$ cat src/rtl/alu_writeback.sv
// ALU result capture and register-file writeback sequencer.
// Optional flag outputs (flag_z, flag_n) enabled by defining WB_FLAGS_EN.
module alu_writeback #(
    parameter int RD_W = 4
) (
    input  logic            clk,
    input  logic            clr,
    input  logic            in_valid,
    output logic            in_ready,
    input  logic [4:0]      instruction,
    input  logic [RD_W-1:0] rd,
    input  logic [31:0]     Z_high,
    input  logic [31:0]     Z_low,
    output logic            wr_en,
    output logic [1:0]      wr_dst,
    output logic [RD_W-1:0] wr_rd,
    output logic [31:0]     wr_data,
    input  logic            wr_ack,
`ifdef WB_FLAGS_EN
    output logic            flag_z,
    output logic            flag_n,
`endif
    output logic            drop,
    output logic            done
);

    typedef enum logic [1:0] {
        IDLE   = 2'd0,
        WR_GPR = 2'd1,
        WR_LO  = 2'd2,
        WR_HI  = 2'd3
    } state_t;

    localparam logic [1:0] DST_GPR = 2'b00;
    localparam logic [1:0] DST_LO  = 2'b01;
    localparam logic [1:0] DST_HI  = 2'b10;

    state_t            state_q, state_d;
    logic [31:0]       zh_q, zh_d;
    logic [31:0]       zl_q, zl_d;
    logic [4:0]        op_q, op_d;
    logic [RD_W-1:0]   dst_q, dst_d;
    logic              wr_en_q, wr_en_d;
    logic [1:0]        wr_dst_q, wr_dst_d;
    logic [RD_W-1:0]   wr_rd_q, wr_rd_d;
    logic [31:0]       wr_data_q, wr_data_d;
    logic              drop_q, drop_d;
    logic              done_q, done_d;
`ifdef WB_FLAGS_EN
    logic              flag_z_q, flag_z_d;
    logic              flag_n_q, flag_n_d;
`endif

    logic accept;
    logic is_gpr_op;
    logic is_pair_op;

    assign in_ready = (state_q == IDLE) |
                      (((state_q == WR_GPR) | (state_q == WR_HI)) & wr_ack);
    assign accept   = in_valid & in_ready;

    assign is_gpr_op  = ((instruction >= 5'd3) && (instruction <= 5'd14)) ||
                        (instruction == 5'd17) || (instruction == 5'd18);
    assign is_pair_op = (instruction == 5'd15) || (instruction == 5'd16);

    always_comb begin
        state_d   = state_q;
        zh_d      = zh_q;
        zl_d      = zl_q;
        op_d      = op_q;
        dst_d     = dst_q;
        drop_d    = 1'b0;
        done_d    = 1'b0;
`ifdef WB_FLAGS_EN
        flag_z_d  = flag_z_q;
        flag_n_d  = flag_n_q;
`endif

        unique case (state_q)
            IDLE: ;
            WR_GPR: begin
                if (wr_ack) begin
                    state_d  = IDLE;
                    done_d   = 1'b1;
`ifdef WB_FLAGS_EN
                    flag_z_d = (zl_q == 32'd0);
                    flag_n_d = zl_q[31];
`endif
                end
            end
            WR_LO: begin
                if (wr_ack) state_d = WR_HI;
            end
            WR_HI: begin
                if (wr_ack) begin
                    state_d  = IDLE;
                    done_d   = 1'b1;
`ifdef WB_FLAGS_EN
                    flag_z_d = ({zh_q, zl_q} == 64'd0);
                    flag_n_d = zh_q[31];
`endif
                end
            end
            default: state_d = IDLE;
        endcase

        // A new result may land in the same cycle the old one finishes.
        if (accept) begin
            zh_d  = Z_high;
            zl_d  = Z_low;
            op_d  = instruction;
            dst_d = rd;
            if (is_gpr_op) begin
                state_d = WR_GPR;
            end else if (is_pair_op) begin
                state_d = WR_LO;
            end else begin
                state_d = IDLE;
                drop_d  = 1'b1;
            end
        end

        wr_en_d   = 1'b0;
        wr_dst_d  = DST_GPR;
        wr_rd_d   = '0;
        wr_data_d = 32'd0;
        unique case (state_d)
            IDLE: ;
            WR_GPR: begin
                wr_en_d   = 1'b1;
                wr_dst_d  = DST_GPR;
                wr_rd_d   = dst_d;
                wr_data_d = zl_d;
            end
            WR_LO: begin
                wr_en_d   = 1'b1;
                wr_dst_d  = DST_LO;
                wr_data_d = zl_d;
            end
            WR_HI: begin
                wr_en_d   = 1'b1;
                wr_dst_d  = DST_HI;
                wr_data_d = zh_d;
            end
            default: ;
        endcase
    end

    always_ff @(posedge clk) begin
        if (clr) begin
            state_q   <= IDLE;
            zh_q      <= 32'd0;
            zl_q      <= 32'd0;
            op_q      <= 5'd0;
            dst_q     <= '0;
            wr_en_q   <= 1'b0;
            wr_dst_q  <= DST_GPR;
            wr_rd_q   <= '0;
            wr_data_q <= 32'd0;
            drop_q    <= 1'b0;
            done_q    <= 1'b0;
`ifdef WB_FLAGS_EN
            flag_z_q  <= 1'b0;
            flag_n_q  <= 1'b0;
`endif
        end else begin
            state_q   <= state_d;
            zh_q      <= zh_d;
            zl_q      <= zl_d;
            op_q      <= op_d;
            dst_q     <= dst_d;
            wr_en_q   <= wr_en_d;
            wr_dst_q  <= wr_dst_d;
            wr_rd_q   <= wr_rd_d;
            wr_data_q <= wr_data_d;
            drop_q    <= drop_d;
            done_q    <= done_d;
`ifdef WB_FLAGS_EN
            flag_z_q  <= flag_z_d;
            flag_n_q  <= flag_n_d;
`endif
        end
    end

    assign wr_en   = wr_en_q;
    assign wr_dst  = wr_dst_q;
    assign wr_rd   = wr_rd_q;
    assign wr_data = wr_data_q;
    assign drop    = drop_q;
    assign done    = done_q;
`ifdef WB_FLAGS_EN
    assign flag_z  = flag_z_q;
    assign flag_n  = flag_n_q;
`endif

endmodule
$ cat config.mk
export PLATFORM = sky130hd
export DESIGN_NAME = alu_writeback
export DESIGN_NICKNAME = d
export VERILOG_FILES = /design/src/rtl/alu_writeback.sv
export SDC_FILE = /design/constraint.sdc
export NUM_CORES = 1
export LEC_CHECK = 0
export BUFFER_PORTS_ARGS = -buffer_cell sky130_fd_sc_hd__buf_2
export CAP_MARGIN = 0
export CORE_ASPECT_RATIO = 0.8
export CORE_MARGIN = 2
export CORE_UTILIZATION = 50
export CTS_BUF_LIST = sky130_fd_sc_hd__clkbuf_2
export CTS_CLUSTER_SIZE = 30
export DETAILED_ROUTE_END_ITERATION = 8
export PLACE_DENSITY_LB_ADDON = 0.05
export SYNTH_ARGS = -nofsm -noshare
export SYNTH_HDL_FRONTEND = slang
export SYNTH_SLANG_ARGS = --single-unit
$ cat constraint.sdc
create_clock -name clk -period 2.56 [get_ports clk]
set_input_delay 0.64 -clock clk [delete_from_list [all_inputs] [get_ports clk]]
set_output_delay 0.64 -clock clk [all_outputs]
set_load 0.03 [all_outputs]
# Word-level counts from Yosys, hierarchy flattened
# Cells that the tools add are included.
dict set report op_classes {
  n_reduce_logical 11
  n_lt_le_gt_ge 2
  muxes 14
  n_eq_ne 10
  n_bitwise 7
}
# op count
set ops {}
lappend ops {{two-way mux 32 bit} 2}
lappend ops {{one-hot mux 32 bit (2 select lines)} 1}
lappend ops {{equality test 5 bit, second input constant} 3}
lappend ops {{two-way mux 2 bit} 5}
lappend ops {{equality test 2 bit, second input constant} 4}
lappend ops {{one-hot mux 2 bit (2 select lines)} 2}
lappend ops {{OR reduction 2 bit} 4}
lappend ops {{OR reduction 3 bit} 2}
lappend ops {{equality test 5 x 4 -> 1 bit, second input constant} 1}
lappend ops {{greater-or-equal comparator 5 x 2 -> 1 bit, second input constant} 1}
lappend ops {{less-or-equal comparator 5 x 4 -> 1 bit, second input constant} 1}
lappend ops {{equality test 2 x 1 -> 1 bit, second input constant} 2}
lappend ops {{two-way mux 4 bit} 1}
lappend ops {{logical OR 1 bit} 3}
lappend ops {{two-way mux 1 bit} 3}
lappend ops {{inverter 1 bit} 3}
lappend ops {{bitwise AND 1 bit} 2}
lappend ops {{logical NOT 2 bit} 1}
lappend ops {{bitwise OR 1 bit} 2}
lappend ops {{logical AND 1 bit} 1}
dict set report totals {
  inputBits 77
  out_inout_bits 42
  ff_bits 111
}

# Longest topological paths before layout
# Gate-level depths: netlist of the first run.
dict set report depth {
  depth_word 9
  depth_mapped 10
  ltp_nobuf 8
}

# Worst setup path before layout of the first run
# No wires, ideal clock.
dict set report synth_path {
  path_kind {input port to flip-flop}
  start {input wr_ack}
  end {register wr_data_q[22] (netlist: wr_data[22])}
  setup_slack_ps 230
  setup_time_ps 134
  stages 10
  t_arrival_ps 2196
  path_cell_list {and2_4 o21ai_4 buf_12 buf_12 a2bb2oi_2 inv_1 ha_1 nand2_1 clkbuf_1 o22ai_1}
}
dict set report synth_between {
  elab_chain_len 7
  word_cells_on_any_way 14
}
# element line
set synth_rtl {}
lappend synth_rtl {{from (decl)} 18} ;# input logic wr_ack,
lappend synth_rtl {{bitwise AND 1 bit} 59} ;# (((state_q == WR_GPR) | (state_q == WR_HI)) & wr_ack);
lappend synth_rtl {{bitwise OR 1 bit} 58} ;# assign in_ready = (state_q == IDLE) |
lappend synth_rtl {{bitwise AND 1 bit} 60} ;# assign accept = in_valid & in_ready;
lappend synth_rtl {{two-way mux 2 bit (*)} 108} ;# if (accept) begin
lappend synth_rtl {{named net state_d[1]} 38} ;# state_t state_q, state_d;
lappend synth_rtl {{equality test 2 bit / equality test 2 x 1 -> 1 bit (equally long branches)} 127} ;# unique case (state_d)
lappend synth_rtl {{OR reduction 2 bit (no line)} --}
lappend synth_rtl {{one-hot mux 32 bit (2 select lines) (*)} 127}
lappend synth_rtl {{to (signal assigned)} 175} ;# wr_data_q <= wr_data_d;
lappend synth_rtl {{to (decl)} 46} ;# logic [31:0] wr_data_q, wr_data_d;
# Mark *: on every way through the listed nets, which the timed path passes. The rest lies on a longest branch.
# A chain may end at the register's enable or synchronous reset.

# Worst setup path in the final report of the first run
dict set report layout_path {
  start {register state_q[0]}
  end {output in_ready}
}
dict set report layout_between {
  elab_chain_len 4
  word_cells_on_any_way 6
}
# element line
set layout_rtl {}
lappend layout_rtl {{from (decl)} 38}
lappend layout_rtl {{from (signal assigned)} 167} ;# state_q <= state_d;
lappend layout_rtl {{equality test 2 x 1 -> 1 bit / equality test 2 bit (equally long branches)} 59}
lappend layout_rtl {{bitwise OR 1 bit} 59}
lappend layout_rtl {{bitwise AND 1 bit} 59}
lappend layout_rtl {{bitwise OR 1 bit (*)} 58}
lappend layout_rtl {{to (decl)} 9} ;# output logic in_ready,
# Every way passes the cells marked *; elsewhere a longest branch is shown, timed or not.

==> results of run 1 <==
## layout by cell type, fill, tap and decap left out, types with 2 or more instances in the layout
master	n
buf_2	118
dfxtp_1	111
nor2_1	77
mux2i_1	68
o22ai_1	32
clkbuf_2	9
buf_4	6
ha_1	5
nor2b_1	4
nand2_1	3
o21ai_1	2
and3_1	2
nand4_1	2
a22oi_1	2
bufinv_16	2
## power by group through the flow
stage	sequential [mW]	clock (mW)	combinational [mW]
final	1.86	0.846	0.448
after detailed placement	1.89	0	0.452
after floorplan	1.93	0	0.312
after global placement	1.89	0	0.445
after global routing	1.87	0.948	0.496
after CTS	1.86	0.880	0.453
## routing by layer
metal  GRT usage, %  vias up  share of wire (%)
met1          22.41     1263                 44
met4          4.000        0               0.46
li1               -     1409                  -
met5              0        -                  0
met2          31.32       77                 47
met3          8.670        4                8.2
## how the worst max path moves through the flow
| stage | startpoint | endpoint |
|---|---|---|
| after floorplan | wr_ack | wr_data[22] |
| after global placement | instruction[1] | wr_data[8] |
| after detailed placement | instruction[1] | wr_data[9] |
| after CTS | state_q[0] | in_ready |
| after global routing | state_q[0] | in_ready |
| final | state_q[0] | in_ready |
## metrics by stage
stage	power (mW)	utilization [%]	area, um2	setup WS (ns)
after floorplan	2.239	-	3847	0.2300
after global placement	2.333	59.74	4437	0.07979
after detailed placement	2.344	59.74	4437	0.04161
after CTS	3.193	61.49	4567	0.4789
after global routing	3.314	61.49	4567	0.3768
final	3.152	61.49	4567	0.5372
## registers in the layout, summed over array words and instances, names as in the netlist
signal   cells
wr_data     32
zh_q        32
zl_q        32
dst_q        4
wr_rd        4
state_q      2
wr_dst       2
done         1
drop         1
wr_en        1
## tightest hold or removal path: stages
cell     delay, ns
buf_2         0.08
mux2i_1       0.07
nor2_1        0.08
## cell type report
class | count | area (um2) | share of cell area, %
Clock buffer | 9 | 45.04 | 0.9863
Tap cell | 105 | 131.4 | 2.877
Multi-Input combinational cell | 209 | 1424 | 31.18
Inverter | 1 | 3.754 | 0.08219
Sequential cell | 111 | 2222 | 48.66
Timing Repair Buffer | 125 | 655.6 | 14.36
Clock inverter | 6 | 85.08 | 1.863
## kinds of logic after synthesis
logic type,count (synthesis),share of synthesized area [%]
adder cells (fa/ha/maj),5,1.626
XOR/XNOR,1,0.2277
multiplexers,68,17.69
buffers and inverters,23,5.236
AND/OR/NAND/NOR,92,9.789
AO/OA/AOI/OAI,43,7.674
flip-flops,111,57.76
==> metrics.cfg, run 1 <==
[power_and_ir_drop]
cellLeakagePower_nw=2.283
combPwrFrac_pct=14.2
p_int_mw=2.337
p_per_area_nw_per_um2=690.1
ir_drop_v=0.0004089
switching_power_mw=0.8146
seq_power_share_pct=58.9
clkPwrFrac_pct=26.8
netSwitchingFraction_pct=25.84

[floorplanning]
ios=119
die_w_um=102.1
num_rows=28
die_h_um=82.46
core_area_um2=7427
start_util_pct=51.80
dieArea_um2=8417

[clock_tree]
post_cts_buffers=0
cts_max_level=3
clk_pin_slew_ns=0.27
cts.hold.buffers_added=0
cts_resized=0
cts.sinks=111
cts_tree=done
ctsRootBufferMaster=clkbuf_2
cts_buffer_depth=2
worstSkewPairLatency_ns=0.55
cts_made_buffers=9

[sta]
relSlewSlack_pct=65.03
fmax_mhz=494.4
setup_viol=0
period_needed_ns=2.023
drv_slew=0
hold_violations=0
rsz0062_at_grt=false
fin_tns_setup_ns=0
min_period_over_period_pct=79.01
skew_ns=0.02456
whs_ns=0.3227
worst_pin_slew_ns=0.5246

[logic_synthesis]
synth_edf_count=0
synth_ff_type=dfxtp_1
synth.largest_area_cell=dfxtp_1
netlist_instances=343
syn_nets=425
yosys-top-cells-count=dfxtp_1, nor2_1, mux2i_1, o22ai_1, clkbuf_1
synth-seq-area-share_pct=57.76
yosysMostFrequentCell=dfxtp_1
avgSynthCellArea_um2=11.22
synth_top_cell_area_share_pct=57.76
ys_ff_latch=111
synth_async_sr_flop_share_pct=0
netlist_top_cells_area=dfxtp_1, mux2i_1, nor2_1, o22ai_1, buf_12
syn_area_um2=3847
synth_cell_types=27
yosys_warnings=0

[route]
vias=2753
route.detailed.drc=0
drt-total-wl_um=7686
avgRoutedWirePerCell_um=13.58
drtIter0Drc=75
vias_per_cell=4.864
drtAntennaViolNets=0
firstDrtPassIters=4

[worst_setup_path]
crit_type=reg -> out
cp.depth=3
cpLargestDelayFamily=flip-flops
slowest_stage=dfxtp_1
reg2reg_from=state_q[0]
slowest_delay_ns=0.44
rr_worst_depth=8
crit_buf_inv=1
endpoint_kind=output pin
worstPathRequired_ns=1.92
crit_chain=nand2_1 -> o21ai_0 -> buf_2
timing.rr.end=wr_data[9]
cp.arrival_ns=1.38
start_kind=flip-flop
crit_fanout=5
r2r_slack_ns=0.73

[grt]
grt_pass1_wl_um=12140
track_usage_pct=18.75
grt_max_degree=70
grt_overflow=0
antenna_found_initial=0
first_global_vias=2673

[placement]
hpwl_um=5264
portBuffers=118
dp.cells=551
gp_congestion=0.7162

[run_status]
outcome=complete, no violations

[hold_path]
hp-class=in -> reg
min_from=Z_high[24]
hold_depth=3
whs_endpoint=zh_q[24]

[cells_and_area]
final_cell_count_no_fill=566
n_antenna_cell=0
final_nets=539
fill_cells=672
drive_gt1_share_pct=30.80
synthToLayoutAreaGrowth_pct=18.70

[job]
cap_violations=0

Note: power is estimated with default switching activity, not from simulation.
==> run 2, diff against run 1 <==
Clock period 2.56 ns to 2.1 ns, I/O delays scaled along.
==> run 2 against run 1 <==
Against the previous run:
- clock skew shrank 0.00079 ns
- routed wire length grew 3.4%
- die area is the same
- design area grew 2.5%
- global-route usage grew 0.57 points
- register-to-register slack lost 0.52 ns
- sequential share of layout area shrank 1.2 points
- combinational power grew 30%
==> metrics.cfg, run 2 (synthesis gave the netlist of run 1 again) <==
[run_status]
outcome=complete, no violations  ; unchanged

[grt]
grt_overflow=0  ; unchanged
first_global_vias=2768  ; was 2673
grt_pass1_wl_um=12650  ; was 12140 um
grt_max_degree=76  ; was 70
track_usage_pct=19.32  ; was 18.75%
antenna_found_initial=0  ; unchanged

[worst_setup_path]
slowest_stage=dfxtp_1  ; unchanged
endpoint_kind=output pin  ; unchanged
start_kind=flip-flop  ; unchanged
cp.arrival_ns=1.42  ; was 1.38 ns
timing.rr.end=wr_data[0]  ; was wr_data[9]
worstPathRequired_ns=1.57  ; was 1.92 ns
crit_type=reg -> out  ; unchanged
crit_fanout=5  ; unchanged
reg2reg_from=state_q[1]  ; was state_q[0]
crit_chain=nand2_1 -> o21ai_0 -> buf_2  ; unchanged
r2r_slack_ns=0.21  ; was 0.73 ns
slowest_delay_ns=0.45  ; was 0.44 ns
rr_worst_depth=8  ; unchanged

[sta]
hold_violations=0  ; unchanged
rsz0062_at_grt=false  ; unchanged
period_needed_ns=1.943
skew_ns=0.02377  ; was 0.02456 ns
whs_ns=0.1777  ; was 0.3227 ns
fmax_mhz=514.7
drv_slew=0  ; unchanged
min_period_over_period_pct=92.51
worst_pin_slew_ns=0.3243  ; was 0.5246 ns
relSlewSlack_pct=78.38  ; was 65.03%
setup_viol=0  ; unchanged

[hold_path]
hold_depth=2  ; was 3
hp-class=in -> reg  ; unchanged
min_from=clr  ; was Z_high[24]
whs_endpoint=wr_en  ; was zh_q[24]

[route]
drt-total-wl_um=7950  ; was 7686 um
route.detailed.drc=0  ; unchanged
vias=2841  ; was 2753
drtIter0Drc=71  ; was 75
vias_per_cell=4.915  ; was 4.864
drtAntennaViolNets=0  ; unchanged
avgRoutedWirePerCell_um=13.75  ; was 13.58 um
firstDrtPassIters=4  ; unchanged

[floorplanning]
ios=119  ; unchanged
core_area_um2=7427  ; unchanged
start_util_pct=51.80  ; unchanged
die_h_um=82.46  ; unchanged
dieArea_um2=8417  ; unchanged
num_rows=28  ; unchanged
die_w_um=102.1  ; unchanged

[cells_and_area]
synthToLayoutAreaGrowth_pct=21.66  ; was 18.70%
regArea_um2=2222  ; unchanged
final_nets=551  ; was 539
final_common_cell=buf_2  ; unchanged
n_antenna_cell=0  ; unchanged
drive_gt1_share_pct=32.77  ; was 30.80%
fill_cells=683  ; was 672
multi_input_comb_area_um2=1424  ; unchanged
layout_common_cells=buf_2, dfxtp_1, nor2_1, mux2i_1, o22ai_1  ; unchanged
postLayoutCoreUtil_pct=63.02  ; was 61.49%

[power_and_ir_drop]
total_power_mw=3.798  ; was 3.152 mW
p_per_area_nw_per_um2=811.5  ; was 690.1 nW/um2
ir_drop_v=0.0004615  ; was 0.0004089 V
cellLeakagePower_nw=2.337  ; was 2.283 nW

[clock_tree]
cts_buffer_depth=2  ; unchanged
cts.sinks=111  ; unchanged
post_cts_buffers=0  ; unchanged
cts_max_level=3  ; unchanged
ctsRootBufferMaster=clkbuf_2  ; unchanged
cts_tree=done  ; unchanged
cts_made_buffers=9  ; unchanged
clk_pin_slew_ns=0.27  ; about the same
worstSkewPairLatency_ns=0.56  ; was 0.55 ns
cts.hold.buffers_added=0  ; unchanged
cts_resized=0  ; unchanged

[job]
cap_violations=0  ; unchanged

[placement]
hpwl_um=5447  ; was 5264 um
gp_congestion=0.7376  ; was 0.7162
portBuffers=118  ; unchanged

==> run 2: stage by stage <==
step / setup slack [ns] / setup TNS, ns / std cells / area [um2]
3_3_place_gp: -0.2414 / -7.553 / 563 / 4564
5_1_grt: 0.003937 / 0 / 578 / 4681
6_report: 0.1572 / 0 / 578 / 4681
3_5_place_dp: -0.3358 / -10.20 / 563 / 4564
4_1_cts: 0.1073 / 0 / 578 / 4681
2_1_floorplan: -0.07347 / -2.204 / 343 / 3851
==> run 2: worst max-delay path, delay by kind of cell, from the launching register on <==
family          cells  cell delay (ns)
buf+inv             1             0.21
flops               1             0.45
compound gates      1             0.08
simple gates        1             0.12
==> run 2: worst max-delay path by stage <==
| stage | depth (start not counted) | start | slack [ns] | endpoint |
|---|---|---|---|---|
| finish | 3 | state_q[0] | 0.16 | in_ready |
| global route | 3 | state_q[0] | 0.004 | in_ready |
| CTS | 3 | state_q[0] | 0.11 | in_ready |
| detailed placement | 10 | instruction[1] | -0.34 | wr_data[31] |
| global placement | 9 | instruction[1] | -0.24 | wr_data[14] |
| floorplan | 9 | wr_ack | -0.07 | wr_data[0] |
==> run 2: report_power, final <==
part           leakage [nW]  total (mW)  switching (mW)  internal, mW
combinational          1.37       0.584           0.324         0.260
clock                0.0582       0.950           0.677         0.274
sequential            0.908        2.26          0.0306          2.23
total                  2.34        3.80            1.03          2.77
==> run 2: routing by layer <==
metal | up-vias | routed length, um | track usage [%]
met5 | - | 0 | 0
met4 | 0 | 65 | 4.000
met3 | 7 | 617 | 7.660
met2 | 80 | 3699 | 32.57
met1 | 1328 | 3568 | 23.69
li1 | 1426 | - | -
==> run 2: cell type report <==
type / count / share of cell area (%)
Multi-Input combinational cell: 209 / 30.42
Clock inverter: 6 / 1.524
Clock buffer: 9 / 0.9623
Sequential cell: 111 / 47.47
Inverter: 1 / 0.08019
Timing Repair Buffer: 137 / 16.73
Tap cell: 105 / 2.807
